[src/rtl/stopwatch_bcd.sv]
// rtl/stopwatch_bcd.sv - MM:SS BCD stopwatch with run/lap/pause/full sequencing
// Count, lap register and display are packed as {mt, mo, st, so} nibbles.
module stopwatch_bcd #(
  parameter int PRESCALE = 1,
  parameter int PW       = 4,
  parameter bit ROLLOVER = 1'b1
) (
  input  logic       clk,
  input  logic       clear,
  input  logic       tick,
  input  logic       start_stop,
  input  logic       lap,
  input  logic       reset_sw,
  output logic [3:0] disp_mt,
  output logic [3:0] disp_mo,
  output logic [3:0] disp_st,
  output logic [3:0] disp_so,
  output logic [2:0] state,
  output logic       min_pulse,
  output logic       wrap
);

  typedef enum logic [2:0] {
    S_IDLE  = 3'd0,
    S_RUN   = 3'd1,
    S_LAP   = 3'd2,
    S_PAUSE = 3'd3,
    S_FULL  = 3'd4
  } state_t;

  localparam logic [PW-1:0] PMAX = PW'(PRESCALE - 1);

  state_t        cur, nxt;
  logic [15:0]   cnt, cnt_n;
  logic [15:0]   lap_q, lap_n;
  logic [15:0]   disp_q, disp_n;
  logic [PW-1:0] presc, presc_n;
  logic          min_q, min_n;
  logic          wrap_q, wrap_n;
  logic          count_en, tick_en, step, at_max;

  always_ff @(posedge clk) begin
    if (clear) cur <= S_IDLE;
    else       cur <= nxt;
  end

  always_comb begin
    nxt      = cur;
    cnt_n    = cnt;
    lap_n    = lap_q;
    presc_n  = presc;
    min_n    = 1'b0;
    wrap_n   = 1'b0;
    count_en = (cur == S_RUN) || (cur == S_LAP);
    tick_en  = count_en && tick;
    step     = tick_en && (presc == PMAX);
    at_max   = (cnt == 16'h9959);

    if (tick_en) presc_n = step ? '0 : presc + PW'(1);

    // Without rollover the count saturates at 99:59 instead of wrapping.
    if (step && (ROLLOVER || !at_max)) begin
      min_n  = (cnt[7:0] == 8'h59);
      wrap_n = at_max;
      if (cnt[3:0] != 4'd9) begin
        cnt_n[3:0] = cnt[3:0] + 4'd1;
      end else begin
        cnt_n[3:0] = 4'd0;
        if (cnt[7:4] != 4'd5) begin
          cnt_n[7:4] = cnt[7:4] + 4'd1;
        end else begin
          cnt_n[7:4] = 4'd0;
          if (cnt[11:8] != 4'd9) begin
            cnt_n[11:8] = cnt[11:8] + 4'd1;
          end else begin
            cnt_n[11:8]  = 4'd0;
            cnt_n[15:12] = (cnt[15:12] == 4'd9) ? 4'd0 : cnt[15:12] + 4'd1;
          end
        end
      end
    end

    case (cur)
      S_IDLE: if (start_stop) nxt = S_RUN;
      S_RUN: begin
        if (start_stop) begin
          nxt = S_PAUSE;
        end else if (lap) begin
          nxt   = S_LAP;
          lap_n = cnt_n;
        end else if (step && at_max && !ROLLOVER) begin
          nxt = S_FULL;
        end
      end
      S_LAP: begin
        if (start_stop) nxt = S_PAUSE;
        else if (lap)   nxt = S_RUN;
      end
      S_PAUSE: begin
        if (reset_sw) begin
          nxt     = S_IDLE;
          cnt_n   = '0;
          presc_n = '0;
        end else if (start_stop) begin
          nxt = S_RUN;
        end
      end
      S_FULL: begin
        if (reset_sw) begin
          nxt     = S_IDLE;
          cnt_n   = '0;
          presc_n = '0;
        end
      end
      default: nxt = S_IDLE;
    endcase

    disp_n = (nxt == S_LAP) ? lap_n : cnt_n;
  end

  always_ff @(posedge clk) begin
    if (clear) begin
      cnt    <= '0;
      lap_q  <= '0;
      disp_q <= '0;
      presc  <= '0;
      min_q  <= 1'b0;
      wrap_q <= 1'b0;
    end else begin
      cnt    <= cnt_n;
      lap_q  <= lap_n;
      disp_q <= disp_n;
      presc  <= presc_n;
      min_q  <= min_n;
      wrap_q <= wrap_n;
    end
  end

  assign state = cur;
  assign {disp_mt, disp_mo, disp_st, disp_so} = disp_q;
  assign min_pulse = min_q;
  assign wrap      = wrap_q;

endmodule

[config.mk]
export PLATFORM = sky130hd
export DESIGN_NAME = stopwatch_bcd
export DESIGN_NICKNAME = d
export VERILOG_FILES = /design/src/rtl/stopwatch_bcd.sv
export SDC_FILE = /design/constraint.sdc
export NUM_CORES = 1
export LEC_CHECK = 0
export ABC_AREA = 1
export CAP_MARGIN = 0
export CORE_UTILIZATION = 55
export CTS_BUF_LIST = sky130_fd_sc_hd__clkbuf_4 sky130_fd_sc_hd__clkbuf_8
export DETAILED_ROUTE_END_ITERATION = 6
export GPL_TIMING_DRIVEN = 0
export PLACE_DENSITY_LB_ADDON = 0.12
export RECOVER_POWER = 50
export REMOVE_ABC_BUFFERS = 1
export SKIP_CTS_REPAIR_TIMING = 1
export SLEW_MARGIN = 20
export SYNTH_ARGS = -nofsm -noshare
export SYNTH_HDL_FRONTEND = slang
export SYNTH_SLANG_ARGS = --single-unit
[constraint.sdc]
create_clock -name clk -period 1.8 [get_ports clk]
set_input_delay 0.36 -clock clk [delete_from_list [all_inputs] [get_ports clk]]
set_output_delay 0.36 -clock clk [all_outputs]
set_load 0.005 [all_outputs]
==> reports/qor.yml, run 1 <==
ios: 27
via_per_inst: 4.95
pre_cts_ws_ps: -885
required_ps: 2030
cts.sinks: 57
synth_area_leaders: "dfxtp_1, nand2_1, inv_1, nand3_1, a21oi_1"
post-route-period-util_pct: 96.1
synth_seq_cells: 57
nNetsFinal: 443
nFillCells: 344
rsz0062_at_grt: "yes"
root_buffer: "clkbuf_8"
status: "finished clean"
leakage_uw: 0.00167
drt-met1-wl_mm: 2.64
tns_ps: 0
final_util_pct: 75.3
slew-limit-headroom_pct: 64.0
dp_hpwl_mm: 3.63
path_clk_slew_ps: 60
wl_met3_um: 379
io_buffers: 26
fin_crit_ps: 1730
grt_start_max_net_pins: 23
timing.rr.end: "disp_q[9]$_SDFF_PP0_"
ant_nets: 0
avgSynthCellArea_um2: 6.75
start_util_pct: 58.9
clockBufferDepth: 2
worstSetupPathType: "input pin to flip-flop"
path_max_fanout: 11
ys_warn_count: 0
wl_met2_mm: 2.71
ys_seq_area_share_pct: 43.0
finalWeightedCongestion: 0.882
drc: 0
hp-class: "flip-flop to flip-flop"
synth_top_area_share_pct: 43.0
grt_pass1_wl_mm: 9.23
endpoint: "disp_q[9]$_SDFF_PP0_"
first_global_vias: 2164
synth_area_um2: 2650
antenna_found_initial: 0
die-area_um2: 5110
drv_cap: 0
cp-end-kind: "flip-flop"
fp.dieH_um: 71.5
top_layer: "met4"
via_count: 2437
core-area_um2: 4500
cts_tree: "done"
drive_gt1_share_pct: 16.6
final_max_slew_viol_count: 0
synthDistinctLibCells: 27
yosysTopAreaCell: "dfxtp_1"
worstSetupStartpointType: "input pin"
htreeDepth: 3
setup_ws_ps: 70.2
post_drt_wl_per_cell_um: 11.9
ir_drop_v: 0.000642
clock_latency_ps: 340
clock_skew_ps: 7.97
max_freq_mhz: 578
final-setup-viol-count: 0
critPathLaunch: "start_stop"
antennaDiodeCount: 0
dr.pass1.iters: 4
cts_buffers: 9
hold_violations: 0
crit_arrival_ps: 1960
rr_worst_depth: 10
finalWirelength_mm: 5.88
hold_ws_ps: 472
rows: 24
grt_overflow: 0
worst-slew-pin-transition_ps: 540
grt_use_total_pct: 23.8
drt_iter0_markers: 188
reg2reg_slack_ps: 100
syn_inst: 393
syn_to_final_growth_pct: 27.8
die_w_um: 71.5
r2r_start: "state[1]$_SDFF_PP0_"
powerDensity_nw_per_um2: 931
-- placed cells by master, fill, tap and decap left out, drive strengths merged --
master	synthesis	routed
nand3	41	41
nor2	27	28
dfxtp	57	57
nand4	7	7
nand2	134	134
nor4	1	1
clkinv	0	3
dlymetal6s2s	0	1
inv	69	67
o21ai	19	19
nor3	4	4
buf	4	12
a21oi	17	17
clkdlybuf4s50	0	24
ha	2	2
o21a	1	1
bufinv	0	3
clkinvlp	0	2
or2	5	5
o21bai	1	1
clkbuf	4	11
-- cells in the mapped netlist --
cell type and number:
nor4_1 1, o21a_1 1, nand2_2 1, o21ai_0 15, nor3_2 2, nor2_1 21, nand4_1 7, nand3_1 37
nor2_2 4, a21oi_1 17, o21ai_1 4, nand2_4 1, or2_4 1, nor2_4 2, nand3_4 1, nand2_1 132
buf_6 2, dfxtp_1 57, inv_2 5, or2_2 4, inv_1 64, nand3_2 3, o21bai_1 1, buf_2 2
clkbuf_1 4, ha_1 2, nor3_1 2
-- area by class of cell --
cell class                      instances  area, um2  share of cell area [%]
Multi-Input combinational cell        260       1300                    38.3
Sequential cell                        57       1150                    33.8
Timing Repair Buffer                   38        360                    10.6
Inverter                               69        277                    8.15
Clock buffer                           10        138                    4.06
Clock inverter                          6        105                    3.10
Tap cell                               52       65.1                    1.92
-- cells by family (layout without fill, tap and decap cells) --
kind of cell | after synthesis | count (layout) | share of synthesized area (%)
simple gates | 219 | 220 | 37.2
buf+inv | 77 | 123 | 11.6
flops | 57 | 57 | 43.0
compound gates | 38 | 38 | 7.36
fa+ha+maj | 2 | 2 | 0.943
-- sequential cells by signal, indices dropped and copies added (netlist names) --
name and count:
cnt 16, disp_q 16, lap_q 16, min_pulse 1, presc 4, state 3
wrap 1
-- stage by stage --
step / area, um2 / instances / power (uW)
6_report: 3390 / 492 / 3160
5_1_grt: 3390 / 492 / 3270
4_1_cts: 3180 / 479 / 3100
3_5_place_dp: 2930 / 463 / 1640
3_3_place_gp: 2930 / 463 / 1640
2_1_floorplan: 2610 / 385 / 1520
-- where the power goes --
part	internal [uW]	switching (uW)	leakage, uW	total, uW
sequential	1300	26.3	0.000463	1330
combinational	160	200	0.00108	360
clock	949	516	0.000126	1470
total	2410	742	0.00167	3160
-- how the worst min path moves through the flow --
stage | start | end | slack (ps) | cells past startpoint
after floorplan | clear | lap_q[10]$_SDFF_PP0_ | 430 | 1
after global placement | presc[3]$_SDFF_PP0_ | presc[3]$_SDFF_PP0_ | 460 | 2
after detailed placement | presc[3]$_SDFF_PP0_ | presc[3]$_SDFF_PP0_ | 460 | 2
after CTS | presc[3]$_SDFF_PP0_ | presc[3]$_SDFF_PP0_ | 470 | 2
after global routing | lap_q[1]$_SDFF_PP0_ | lap_q[1]$_SDFF_PP0_ | 490 | 2
final | lap_q[8]$_SDFF_PP0_ | lap_q[8]$_SDFF_PP0_ | 470 | 2
-- critical path, stage by stage --
cell,delay (ps)
clkdlybuf4s50_1,420
inv_1,100
nand2_2,110
nor2_4,310
clkinvlp_4,160
buf_4,180
nand2_1,100
nand3_2,70
o21ai_1,80
inv_1,60
-- layer usage --
metal / GRT usage (%) / up-vias
li1: - / 1307
met1: 28.5 / 1048
met3: 4.50 / 17
met4: 13.5 / 0
met5: 0 / -
met2: 40.2 / 65
(Power assumes the default switching activity.)
==> inputs of run 2 (changes only) <==
- ABC_AREA: 1 -> 0
- CORE_MARGIN: not set -> 2
- CORE_UTILIZATION: 55 -> 58
==> run 2 against run 1 <==
The run now ends with setup timing left. Worst hold slack lost 64 ps. Total power shrank 12%. Sequential power is essentially flat. Non-clock buffer count grew 14. Count of clock-buffer cells in the layout grew 5. Routed wire length grew 5.4%. Die area shrank 8.2%. Cell count shrank 27%. Critical endpoint is now disp_q[15]$_SDFF_PP0_. Largest cell class unchanged.
==> reports/qor.yml, run 2 <==
htreeDepth: 3
antenna_found_initial: 0
synthFlopType: "dfxtp_1"
status: "finished, violations left"
synth_seq_cells: 57
power_frac_seq_pct: 47.6
setup_ws_ps: -179
synth_compound_area_share_pct: 18.5
p_sw_uw: 658
slew-limit-headroom_pct: 17.0
powerDensity_nw_per_um2: 820
synth_top_area_share_pct: 47.4
grt_use_met3_pct: 8.22
worstSetupPathType: "flip-flop to flip-flop"
core-area_um2: 4000
final-setup-viol-count: 17
finalWeightedCongestion: 0.811
syn_inst: 258
dp_hpwl_mm: 2.99
path_clk_slew_ps: 60
grt_start_max_net_pins: 27
ys_warn_count: 0
syn_to_final_growth_pct: 39.9
clockBufferDepth: 2
hp-class: "input pin to flip-flop"
cts_buffers: 9
grt_use_total_pct: 23.6
drive_gt1_share_pct: 31.8
cpPeakStageDelay_ps: 390
hold_violations: 0
worst-slew-pin-transition_ps: 1240
dr.pass1.iters: 4
fp.dieH_um: 68.5
synthTopCellsByCount: "dfxtp_1, nor2_1, a211oi_1, nand2_1, o22a_1"
required_ps: 2010
clockPowerShare_pct: 44.9
die_w_um: 68.5
grt.busiest_layer: "met2"
final_util_pct: 84.3
gr-usage-met1_pct: 31.0
io_buffers: 26
r2r_start: "state[1]$_SDFF_PP0_"
crit_arrival_ps: 2190
min_from: "lap"
clock_skew_ps: 9.39
synth_mux_area_share_pct: 1.66
crit_path_top_delay_cell: "dfxtp_2"
cp_cell_sequence: "or3b_1, o21ai_1, a21oi_1, a22o_1, a221oi_2, o32ai_1"
drc: 0
synth_area_leaders: "dfxtp_1, nor2_1, a211oi_1, o22a_1, nand2_1"
drv_cap: 0
final_max_slew_viol_count: 0
yosys.area_share.adder_pct: 1.04
post_drt_wl_per_cell_um: 17.2
stdcell_area_um2: 3370
drt_iter0_markers: 132
rsz0062_at_grt: "yes"
pre_cts_ws_ps: -1050
critPathLaunch: "state[1]$_SDFF_PP0_"
cts.sinks: 57
synth_simple_gate_area_share_pct: 22.2
swShare_pct: 23.8
async_flop_share_pct: 0
first_global_vias: 1738
path_max_fanout: 9
place_area_um2: 2670
ios: 27
violations: "setup timing"
start_util_pct: 60.2
synthDistinctLibCells: 53
cp-end-kind: "flip-flop"
mostFrequentLayoutCells: "dfxtp_1, nor2_1, clkdlybuf4s50_1"
layout_commonest_cell: "dfxtp_1"
root_buffer: "clkbuf_8"
ys_seq_area_share_pct: 47.4
fin_crit_ps: 1980
cts_tree: "done"
die-area_um2: 4690
post-route-period-util_pct: 110
synth_xor_area_share_pct: 4.41
synth_area_um2: 2410
use_met2_pct: 34.4
rows: 23
finalWirelength_mm: 6.19
ant_nets: 0
synthMostInstantiatedCell: "dfxtp_1"
clock_latency_ps: 350
nNetsFinal: 314
synth_edf_count: 0
ir_drop_v: 0.000621
grt_pass1_wl_mm: 7.96
avgSynthCellArea_um2: 9.34
via_per_inst: 5.83
synth_top_family_by_area: "simple AND/OR/NAND/NOR gates"
yosysTopAreaCell: "dfxtp_1"
power_frac_comb_pct: 7.5
p_int_uw: 2110
antennaDiodeCount: 0
leakage_uw: 0.00122
grt_overflow: 0
top_regs: "cnt x16, disp_q x16, lap_q x16"
via_count: 2104
max_freq_mhz: 505
worstSetupStartpointType: "flip-flop"
## run 2: per-stage QoR
stage          hold slack [ps]  setup TNS (ps)  total power (uW)  instances
6_report                   407           -1320              2770        361
5_1_grt                    476           -2920              2840        361
3_3_place_gp               461          -58590              1500        318
4_1_cts                    483          -14850              2710        336
3_5_place_dp               462          -32470              1510        320
2_1_floorplan              425          -15500              1440        242
## run 2: metal layers
metal	vias to the layer above	part of all wire (%)
li1	1008	-
met1	1005	42
met2	78	50
met3	13	5.7
met4	0	1.9
met5	-	0
## run 2: power by group through the flow
stage	Clock, uW	Sequential [uW]	Combinational, uW
after floorplan	0	1340	93.1
after global placement	0	1340	157
after detailed placement	0	1350	162
after CTS	1230	1320	164
after global routing	1300	1320	222
final	1240	1320	207
## run 2: critical path, delay by kind of cell, from the launching register on
kind,cells,cell delay (ps)
and+or+nand+nor,1,390
AOI/OAI and AO/OA,5,1060
DFF,1,390
## run 2: area by class of cell
cell class | instances | area (um2)
Multi-Input combinational cell | 178 | 1410
Tap cell | 50 | 62.6
Clock buffer | 15 | 206
Timing Repair Buffer | 52 | 495
Sequential cell | 57 | 1160
Inverter | 8 | 32.5
Fill cell | 224 | 628
Clock inverter | 1 | 5.00
## run 2: cell families (layout without fill, tap and decap cells)
logic type | after synthesis | count (layout)
simple gates | 101 | 101
compound gates | 60 | 61
flops | 57 | 57
buf+inv | 24 | 76
xor+xnor | 10 | 10
mux | 4 | 4
fa+ha+maj | 2 | 2
## run 2: final timing paths
| check | slack [ps] | cells after the start | end |
|---|---|---|---|
| max | -180 | 6 | disp_q[15]$_SDFF_PP0_ |
| min | 410 | 4 | state[0]$_SDFF_PP0_ |
| max reg2reg | -180 | 6 | disp_q[15]$_SDFF_PP0_ |
| min reg2reg | 490 | 1 | disp_q[11]$_SDFF_PP0_ |
==> inputs of run 3 (changes only) <==
- CORE_MARGIN: 2 -> 5
==> run 3 against run 2 <==
Largest power group unchanged. Global-route usage down 4.5 points. Critical path type unchanged. Via count down 5.5%. Combinational power down 4%. The flow still finishes with violations (setup timing).
==> reports/qor.yml, run 3 (same netlist as run 2, synthesis figures left out) <==
status: "finished, violations left"
violations: "setup timing"
top_regs: "cnt x16, disp_q x16, lap_q x16"
power_frac_comb_pct: 7.6
worstSetupPathType: "flip-flop to flip-flop"
total_power_uw: 2600
hold_violations: 0
leakage_uw: 0.00114
via_per_inst: 5.62
mostFrequentLayoutCells: "dfxtp_1, nor2_1, clkdlybuf4s50_1"
rr_worst_depth: 9
drive_gt1_share_pct: 26.6
clock_latency_ps: 340
layout.cells.non_filler: 354
ant_nets: 0
p_sw_uw: 623
grt_start_max_net_pins: 27
cts.sinks: 57
seq_area_um2: 1150
io_buffers: 26
fp.dieH_um: 74.5
final-setup-viol-count: 25
swShare_pct: 23.9
die_w_um: 74.5
timing.rr.end: "disp_q[4]$_SDFF_PP0_"
core-area_um2: 4030
cts_buffers: 9
rsz0062_at_grt: "yes"
finalWirelength_mm: 5.68
final_max_slew_viol_count: 0
required_ps: 2030
drv_cap: 0
min_path_cells: 2
post-route-period-util_pct: 110
first_global_vias: 1733
grt_pass1_wl_mm: 7.92
root_buffer: "clkbuf_8"
clockPowerShare_pct: 41.8
grt_overflow: 0
nNetsFinal: 307
p_int_uw: 1980
finalWeightedCongestion: 0.801
start_util_pct: 59.8
power_frac_seq_pct: 50.5
multi_input_area_um2: 1330
place_inst: 320
tns_ps: -1870
die-area_um2: 5540
cts_tree: "done"
reg2reg_slack_ps: -170
min_from: "lap_q[9]$_SDFF_PP0_"
pre_cts_ws_ps: -1010
clock_skew_ps: 6.00
layout_commonest_cell: "dfxtp_1"
path_clk_slew_ps: 70
hp-class: "flip-flop to flip-flop"
r2r_start: "presc[0]$_SDFF_PP0_"
setup_ws_ps: -172
via_count: 1988
nFillCells: 288
critPathLaunch: "presc[0]$_SDFF_PP0_"
cp-end-kind: "flip-flop"
clockBufferDepth: 2
drt_iter0_markers: 169
use_met2_pct: 29.3
post_drt_wl_per_cell_um: 16.0
powerDensity_nw_per_um2: 817
rows: 23
max_freq_mhz: 507
grt_use_total_pct: 19.1
place_area_um2: 2670
fin_crit_ps: 1970
ios: 27
worst-slew-pin-transition_ps: 1160
grt_use_met3_pct: 6.08
drc: 0
grt.busiest_layer: "met2"
dp_hpwl_mm: 2.97
syn_to_final_growth_pct: 32.2
crit_arrival_ps: 2210
worstSetupStartpointType: "flip-flop"
path_max_fanout: 8
hold-path-endpoint: "disp_q[9]$_SDFF_PP0_"
stdcell_area_um2: 3190
dr.pass1.iters: 5
antennaDiodeCount: 0
slew-limit-headroom_pct: 22.7
gr-usage-met1_pct: 24.7
antenna_found_initial: 0
ir_drop_v: 0.000478
htreeDepth: 3
run 3: per-layer routing:
metal / wire, um / up-vias
li1: - / 985
met2: 2730 / 70
met1: 2510 / 923
met3: 355 / 10
met4: 85 / 0
met5: 0 / -
run 3: layout make-up:
type,count,share of cell area [%]
flip-flops and latches,57,36.2
inverters,8,1.02
clock buffers,13,5.22
well taps,50,1.96
repair buffers,45,13.4
clock inverters,3,0.471
multi-input cells,178,41.7
run 3: worst max-delay path by stage:
stage	depth (start not counted)	to	slack, ps
floorplan	5	lap_q[7]$_SDFF_PP0_	-1000
global placement	7	lap_q[7]$_SDFF_PP0_	-2240
detailed placement	7	disp_q[15]$_SDFF_PP0_	-1010
CTS	6	disp_q[15]$_SDFF_PP0_	-730
global route	8	lap_q[15]$_SDFF_PP0_	-320
finish	9	disp_q[4]$_SDFF_PP0_	-170
run 3: critical path: stages, from the launching register on:
cell and delay, ps:
dfxtp_4 360, inv_4 60, ha_4 120, and4bb_2 270, nand3_4 150, buf_4 180, or3_4 330, xor2_2 200
nor2_2 50, o22a_1 150
run 3: power by group through the flow:
stage / clock network (uW) / registers [uW] / logic (uW)
final: 1090 / 1320 / 198
after global routing: 1170 / 1320 / 216
after CTS: 1100 / 1320 / 165
after detailed placement: 0 / 1350 / 163
after global placement: 0 / 1340 / 158
after floorplan: 0 / 1340 / 93.1
run 3: through the flow:
stage          hold WS [ps]  util (%)
3_3_place_gp            442      65.7
4_1_cts                 465      70.9
6_report                459      79.1
5_1_grt                 486      79.1
3_5_place_dp            455      66.4
2_1_floorplan           425         -
